[src/rtl/papuf_challenger.sv]
// Challenge generator / majority voter for the papuf array: LFSR challenges, pulse, settle, sample, vote.
// Optional PAPUF_STABILITY_EN adds resp_unstable_o flagging bits whose votes were not unanimous.
module papuf_challenger #(
  parameter int RESP_W        = 16,
  parameter int PULSE_CYCLES  = 2,
  parameter int SETTLE_CYCLES = 8,
  parameter int VOTES         = 5
) (
  input  logic              clk,
  input  logic              rst_n,
  input  logic              start_i,
  input  logic [15:0]       seed_i,
  input  logic [7:0]        num_chal_i,
  output logic [15:0]       challenge_o,
  output logic              pulse_o,
  input  logic [RESP_W-1:0] response_i,
  output logic              busy_o,
  output logic              resp_valid_o,
  input  logic              resp_ready_i,
  output logic [RESP_W-1:0] resp_data_o,
  output logic [15:0]       resp_chal_o,
  output logic              done_o
`ifdef PAPUF_STABILITY_EN
  ,
  output logic [RESP_W-1:0] resp_unstable_o
`endif
);

  localparam int OW     = $clog2(VOTES + 1);
  localparam int VW     = 4;
  localparam int PH_MAX = (PULSE_CYCLES > SETTLE_CYCLES) ? PULSE_CYCLES : SETTLE_CYCLES;
  localparam int PHW    = (PH_MAX > 1) ? $clog2(PH_MAX) : 1;

  typedef enum logic [2:0] {
    S_IDLE, S_LOAD, S_PULSE, S_SETTLE, S_SAMPLE, S_OUT, S_DONE
  } state_t;

  function automatic logic [15:0] lfsr_next(input logic [15:0] c);
    return {c[14:0], c[15] ^ c[13] ^ c[12] ^ c[10]};
  endfunction

  function automatic logic majority(input logic [OW-1:0] n);
    return n > OW'(VOTES / 2);
  endfunction

  state_t              state_q, state_d;
  logic [PHW-1:0]      cnt_q, cnt_d;
  logic [VW-1:0]       vote_q, vote_d;
  logic [15:0]         lfsr_q, lfsr_d;
  logic [15:0]         chal_q, chal_d;
  logic [7:0]          rem_q, rem_d;
  logic [OW-1:0]       ones_q [RESP_W];
  logic [OW-1:0]       ones_d [RESP_W];
  logic [RESP_W-1:0]   sync1_q, sync2_q;

  // response crosses in from the array asynchronously
  always_ff @(posedge clk or negedge rst_n) begin
    if (!rst_n) begin
      sync1_q <= '0;
      sync2_q <= '0;
    end else begin
      sync1_q <= response_i;
      sync2_q <= sync1_q;
    end
  end

  always_ff @(posedge clk or negedge rst_n) begin
    if (!rst_n) begin
      state_q <= S_IDLE;
      cnt_q   <= '0;
      vote_q  <= '0;
      lfsr_q  <= '0;
      chal_q  <= '0;
      rem_q   <= '0;
      for (int i = 0; i < RESP_W; i++) ones_q[i] <= '0;
    end else begin
      state_q <= state_d;
      cnt_q   <= cnt_d;
      vote_q  <= vote_d;
      lfsr_q  <= lfsr_d;
      chal_q  <= chal_d;
      rem_q   <= rem_d;
      for (int i = 0; i < RESP_W; i++) ones_q[i] <= ones_d[i];
    end
  end

  always_comb begin
    state_d = state_q;
    cnt_d   = cnt_q;
    vote_d  = vote_q;
    lfsr_d  = lfsr_q;
    chal_d  = chal_q;
    rem_d   = rem_q;
    for (int i = 0; i < RESP_W; i++) ones_d[i] = ones_q[i];
    case (state_q)
      S_IDLE: begin
        if (start_i) begin
          lfsr_d  = (seed_i == 16'h0000) ? 16'hACE1 : seed_i;
          rem_d   = num_chal_i;
          state_d = (num_chal_i != 8'd0) ? S_LOAD : S_DONE;
        end
      end
      S_LOAD: begin
        chal_d  = lfsr_q;
        vote_d  = '0;
        cnt_d   = '0;
        for (int i = 0; i < RESP_W; i++) ones_d[i] = '0;
        state_d = S_PULSE;
      end
      S_PULSE: begin
        if (cnt_q == PHW'(PULSE_CYCLES - 1)) begin
          cnt_d   = '0;
          state_d = S_SETTLE;
        end else begin
          cnt_d = cnt_q + PHW'(1);
        end
      end
      S_SETTLE: begin
        if (cnt_q == PHW'(SETTLE_CYCLES - 1)) begin
          cnt_d   = '0;
          state_d = S_SAMPLE;
        end else begin
          cnt_d = cnt_q + PHW'(1);
        end
      end
      S_SAMPLE: begin
        for (int i = 0; i < RESP_W; i++) ones_d[i] = ones_q[i] + OW'(sync2_q[i]);
        vote_d  = vote_q + VW'(1);
        state_d = (vote_q == VW'(VOTES - 1)) ? S_OUT : S_PULSE;
      end
      S_OUT: begin
        // the challenge sequence only moves once the consumer takes the word
        if (resp_ready_i) begin
          lfsr_d  = lfsr_next(lfsr_q);
          rem_d   = rem_q - 8'd1;
          state_d = (rem_q == 8'd1) ? S_DONE : S_LOAD;
        end
      end
      S_DONE:  state_d = S_IDLE;
      default: state_d = S_IDLE;
    endcase
  end

  assign challenge_o  = chal_q;
  assign resp_chal_o  = chal_q;
  assign pulse_o      = (state_q == S_PULSE);
  assign busy_o       = (state_q != S_IDLE);
  assign resp_valid_o = (state_q == S_OUT);
  assign done_o       = (state_q == S_DONE);

  always_comb begin
    resp_data_o = '0;
    for (int i = 0; i < RESP_W; i++) resp_data_o[i] = majority(ones_q[i]);
  end

`ifdef PAPUF_STABILITY_EN
  always_comb begin
    resp_unstable_o = '0;
    for (int i = 0; i < RESP_W; i++)
      resp_unstable_o[i] = (ones_q[i] != '0) && (ones_q[i] != OW'(VOTES));
  end
`endif

endmodule

[config.mk]
export PLATFORM = sky130hd
export DESIGN_NAME = papuf_challenger
export DESIGN_NICKNAME = d
export VERILOG_FILES = /design/src/rtl/papuf_challenger.sv
export SDC_FILE = /design/constraint.sdc
export NUM_CORES = 1
export LEC_CHECK = 0
export ABC_CLOCK_PERIOD_IN_PS = 2100
export BUFFER_PORTS_ARGS = -buffer_cell sky130_fd_sc_hd__buf_2
export CAP_MARGIN = 20
export CORE_AREA = 2 2 113 115
export CTS_BUF_LIST = sky130_fd_sc_hd__clkbuf_4 sky130_fd_sc_hd__clkbuf_8
export DETAILED_ROUTE_END_ITERATION = 8
export DIE_AREA = 0 0 115 117
export PLACE_DENSITY = 0.7
export SYNTH_ARGS = -nofsm -noshare
export SYNTH_HDL_FRONTEND = slang
export SYNTH_SLANG_ARGS = --single-unit
[constraint.sdc]
create_clock -name clk -period 2.1 [get_ports clk]
set_input_delay 0.21 -clock clk [delete_from_list [all_inputs] [get_ports clk]]
set_output_delay 0.21 -clock clk [all_outputs]
set_load 0.1 [all_outputs]
==> results.yml, run 1 <==
status:
  outcome: "finished, final reports clean"
synthesis:
  synth-seq-cells: 130
  synth_cell_types: 52
  synth_ff_type: "dfrtp_1"
  yosysTopAreaCell: "dfrtp_1"
  synthCells: 527
  ys_top_cells_by_area: "dfrtp_1 (55%), ha_1 (8.2%), a22o_1 (4.9%), o21ai_1 (3.3%), nand2_1 (2.8%)"
  synth.avg_cell_area_um2: 11.3
  synth_edf_count: 0
  yosysTopAreaCellShare_pct: 54.7
  syn_nets: 610
  ys_seq_area_share_pct: 54.7
  syn_area_mm2: 0.00595
  yosysWarnings: 0
  async_reset_ff_share_pct: 100
die:
  die-area_mm2: 0.0135
  io-pin-count: 96
  dieWidth_um: 115
  dieHeight_um: 117
  core_region_area_mm2: 0.0123
  rows: 41
  initial_utilization_pct: 48.3
route:
  first_pass_iters: 7
  vias_per_cell: 5.47
  post-route-drc-count: 0
  wl_per_cell_um: 15.1
  drtIter0Drc: 258
  ant_nets: 0
  vias: 4346
  wl_mm: 12.0
placed_design:
  dp_slack_ns: 0.307
  post-dp-hpwl_mm: 8.10
  portBuffers: 95
  gp_congestion: 0.823
final_layout:
  antennaDiodeCount: 0
  drive_gt1_share_pct: 24.4
  postLayoutCoreUtil_pct: 57.8
  nNetsFinal: 716
  area_delta_synth_final_pct: 19.6
global_route:
  antenna_found_initial: 0
  grt_max_degree: 53
  overflow: 0
  grt_pass1_wl_mm: 20.0
  grt_usage_pct: 18.9
  grt_pass1_vias: 4278
cts:
  numCtsBuffers: 17
  cts.sinks: 130
  h-tree-depth: 4
  clock_latency_ns: 0.43
  ctsLongestPathBuffers: 2
  clock_tree.root_cell: "clkbuf_8"
  cts_tree: "yes"
  clkTransAtPathRegs_ns: 0.06
pwr:
  seqPwrFrac_pct: 34.2
  power.leakage_uw: 0.00360
  p_int_uw: 5590
  power.density_mw_per_mm2: 1530
  power.net_switching_uw: 5310
  pwr-share-clk_pct: 18.5
  pwr-share-comb_pct: 47.2
  switching_share_pct: 48.7
  peakVddDrop_v: 0.00122
setup_path:
  cpPeakStageDelay_ns: 0.45
  crit_type: "flop to primary output"
  path_cells: "buf_4 > or3_1 > clkbuf_4"
  critical-path-top-delay-family: "buffers and inverters"
  path_buf_inv: 2
  cp_max_fo: 13
  startpoint_type: "flop"
  worst_ep_required_time_ns: 1.89
  arrival_ns: 1.79
  worst_path_max_delay_cell: "or3_1"
  cp-end-kind: "primary output"
sta:
  finalCritPeriodShare_pct: 95.4
  clock.fmax_ghz: 0.499
  min_period_ns: 2.00
  worst_clock_skew_ns: 0.00982
  setup_slack_ns: 0.0970
  slew_violations: 0
  setup_viol: 0
  slew-limit-headroom_pct: 35.5
  rsz0062_at_grt: "false"
  hold_viol_final: 0
  worst_pin_slew_ns: 0.968
run:
  max-cap-violations: 0
hold_path:
  hp-class: "primary input to flop"
-- registers in the layout, summed over array words and instances (netlist names) --
name,flops
ones_q,48
challenge_o,16
lfsr_q,16
sync1_q,16
sync2_q,16
rem_q,8
vote_q,4
cnt_q,3
state_q,3
-- layout by cell type, fill, tap and decap left out, drive strengths merged, types with 3 or more instances in the layout --
master	synthesis	routed
a211oi	7	7
a21oi	9	9
or3b	3	3
nor2b	3	3
nor2	44	44
buf	41	110
a22o	33	33
o21ai	49	49
xnor2	3	3
nand2	44	44
a21o	16	16
nor4	8	8
ha	39	39
o2bb2ai	4	4
nor3	9	9
a31oi	11	11
dfrtp	130	130
dlygate4sd3	0	23
clkbuf	6	27
mux2	16	16
a2bb2oi	3	3
inv	17	17
clkinv	0	3
-- synthesized netlist by cell type (9+ instances only) --
cell type	count
a21o_1	16
a21oi_1	9
a22o_1	33
a31oi_1	10
buf_2	18
buf_4	17
dfrtp_1	130
ha_1	39
inv_1	17
mux2_1	10
nand2_1	44
nor2_1	44
nor3_1	9
o21ai_0	10
o21ai_1	39
-- through the flow --
step | total power [uW] | hold WS, ns | area [um2] | std cells | setup TNS [ns]
after floorplan | 8210 | -0.0856 | 5960 | 527 | -0.0280
after global placement | 8750 | 0.0975 | 6490 | 741 | 0
after detailed placement | 8900 | 0.0974 | 6490 | 741 | 0
after CTS | 11000 | 0.00478 | 7110 | 794 | 0
after global routing | 11500 | 0.0226 | 7110 | 794 | 0
final | 10900 | 0.0381 | 7110 | 794 | 0
-- kinds of logic after synthesis --
| family | after synthesis | synth area share (%) |
|---|---|---|
| AOI/OAI and AO/OA | 147 | 17.1 |
| DFF | 130 | 54.7 |
| and+or+nand+nor | 127 | 10.2 |
| buffers and inverters | 64 | 6.25 |
| adders and majority gates | 39 | 8.21 |
| muxes | 16 | 3.03 |
| xor gates and xnor gates | 4 | 0.589 |
-- worst reg2reg max path: cells and delay by family (launching register included) --
kind               cells  cell delay [ns]
and+or+nand+nor        2             0.85
AOI/OAI and AO/OA      2             0.41
DFF                    1             0.45
-- power by group through the flow --
stage                     clock [uW]  combinational (uW)  sequential (uW)
final                           2020                5150             3730
after global routing            2170                5520             3820
after CTS                       2080                5180             3730
after detailed placement           0                5130             3770
after global placement             0                5020             3730
after floorplan                    0                3450             4770
-- per-layer routing --
layer  vias up  part of all wire (%)  track usage (%)
met5         -                     0                0
met4         0                   1.2             7.71
met3        17                   5.1             5.66
met2       120                    49             31.3
met1      2133                    44             23.2
li1       2076                     -                -
-- worst paths after layout --
check                      startpoint           to  slack (ns)  cells after the start
setup / recovery           state_q[2]       busy_o         0.1                      3
hold / removal              seed_i[7]    lfsr_q[7]        0.04                      3
setup reg to reg             rem_q[2]   state_q[2]        0.28                      4
hold reg to reg            sync1_q[4]   sync2_q[4]        0.35                      0
max in group asynchronous       rst_n  sync1_q[12]        1.27                      3
min in group asynchronous       rst_n   ones_q[32]        0.19                      2
-- repair_timing --
| item | CTS | global route |
|---|---|---|
| gates resized for setup | 0 | 2 |
| setup buffers | 0 | 0 |
| endpoints found under the setup margin | 0 | 2 |
| hold buffers | 23 | 0 |
| hold endpoints to repair | 123 | 0 |
-- area by class of cell --
cell class	instances	area (um2)
fill	1056	5200
sequential	130	3250
clock buffer	26	333
tap	150	188
timing repair buffer	134	887
clock inverter	4	48.8
multi-input combinational	333	2340
inverter	17	63.8
(Power assumes the default switching activity.)
==> run 2, diff against run 1 <==
- HOLD_SLACK_MARGIN: not set -> 0.15
==> results.yml, run 2 (synthesis results as in run 1) <==
global_route:
  grt_pass1_vias: 4414
  antenna_found_initial: 0
  grt_usage_pct: 19.7
  grt_max_degree: 53
  grt_pass1_wl_mm: 20.8
  overflow: 0
sta:
  min_period_ns: 1.99
  clock.fmax_ghz: 0.502
  setup_viol: 0
  hold_slack_ns: 0.184
  hold_viol_final: 0
  worst_clock_skew_ns: 0.0104
  finalCritPeriodShare_pct: 94.9
  rsz0062_at_grt: "false"
  worst_pin_slew_ns: 0.971
  slew-limit-headroom_pct: 35.2
  slew_violations: 0
  setup_tns_ns: 0
final_layout:
  mostFrequentLayoutCell: "dfrtp_1"
  antennaDiodeCount: 0
  nNetsFinal: 736
  area_delta_synth_final_pct: 23.0
  top_register: "ones_q"
  largest_register_ffs: 48
  drive_gt1_share_pct: 23.6
  fin_area_mm2: 0.00731
  final_cell_mix: "dfrtp_1 (130), buf_2 (92), nand2_1 (44)"
  postLayoutCoreUtil_pct: 59.4
cts:
  clock_latency_ns: 0.44
  clock_tree.root_cell: "clkbuf_8"
  ctsLongestPathBuffers: 2
  cts_tree: "yes"
  numCtsBuffers: 17
  h-tree-depth: 4
  clkTransAtPathRegs_ns: 0.07
  cts.sinks: 130
die:
  io-pin-count: 96
  rows: 41
  initial_utilization_pct: 48.3
  dieHeight_um: 117
  die-area_mm2: 0.0135
  dieWidth_um: 115
  core_region_area_mm2: 0.0123
setup_path:
  arrival_ns: 1.78
  crit_type: "flop to primary output"
  cpPeakStageDelay_ns: 0.44
  worst_path_max_delay_cell: "or3_1"
  startpoint_type: "flop"
  cp-end-kind: "primary output"
  r2r-end: "state_q[2]"
  rrSetupSlack_ns: 0.28
  r2r-start: "rem_q[2]"
  path_cells: "buf_4 > or3_1 > clkbuf_4"
  worst_ep_required_time_ns: 1.89
  worst-r2r-cell-count: 4
  cp_max_fo: 13
run:
  max-cap-violations: 0
placed_design:
  portBuffers: 95
  gp_congestion: 0.823
  post-dp-hpwl_mm: 8.10
  place_area_mm2: 0.00649
route:
  wl_mm: 12.4
  vias_per_cell: 5.43
  post-route-drc-count: 0
  ant_nets: 0
  first_pass_iters: 4
  vias: 4421
  drtIter0Drc: 269
  wl_per_cell_um: 15.3
pwr:
  power.leakage_uw: 0.00369
  power.net_switching_uw: 5330
  power.density_mw_per_mm2: 1500
  pwr-share-comb_pct: 47.4
  pwr-share-clk_pct: 18.4
  switching_share_pct: 48.7
  peakVddDrop_v: 0.00154
  seqPwrFrac_pct: 34.2
  p_int_uw: 5610
  totalPowerFinal_uw: 10900
status:
  outcome: "finished, final reports clean"
hold_path:
  hp-class: "primary input to asynchronous set/reset pin"
[run 2: cell count changes in the layout (fill, tap and decap cells not counted)]
cell           change
dlygate4sd3_1     +20
[run 2: timing repair]
action / 4_1_cts / 5_1_grt
setup endpoints to repair: 0 / 2
gates resized for setup: 0 / 2
setup buffers: 0 / 0
hold endpoints to repair: 173 / 0
hold buffers: 43 / 0
[run 2: area by class of cell]
class                           count  area [um2]
Clock buffer                       26         333
Sequential cell                   130        3250
Multi-Input combinational cell    333        2340
Clock inverter                      4        48.8
Inverter                           17        63.8
Fill cell                        1033        5000
Tap cell                          150         188
Timing Repair Buffer              154        1090
[run 2: per-stage QoR]
stage                     instances  worst slack [ns]
after floorplan                 527           -0.0280
after global placement          741             0.355
after detailed placement        741             0.307
after CTS                       814            0.0657
after global routing            814            0.0125
final                           814             0.106
[run 2: worst max-delay path by stage]
stage,from,endpoint,slack [ns]
CTS,state_q[2],busy_o,0.07
detailed placement,rem_q[2],state_q[2],0.31
finish,state_q[2],busy_o,0.11
global placement,rem_q[2],state_q[2],0.36
global route,state_q[2],busy_o,0.01
floorplan,state_q[0],pulse_o,-0.03
[run 2: metal layers]
layer	track usage, %	share of wire [%]	wire length (um)
met4	7.79	1.3	157
met2	33.3	50	6250
met5	0	0	0
met3	5.41	4.8	595
met1	24.0	44	5420
[run 2: worst max-delay path: cells and delay by family (launching register included)]
kind	cells	cell delay, ns
AND/OR/NAND/NOR	1	0.44
buffers and inverters	2	0.51
flip-flops	1	0.40
[run 2: power by group through the flow]
stage	Combinational [uW]	Clock (uW)	Sequential [uW]
after floorplan	3450	0	4770
after global placement	5020	0	3730
after detailed placement	5130	0	3770
after CTS	5200	2080	3730
after global routing	5560	2180	3840
final	5180	2020	3740
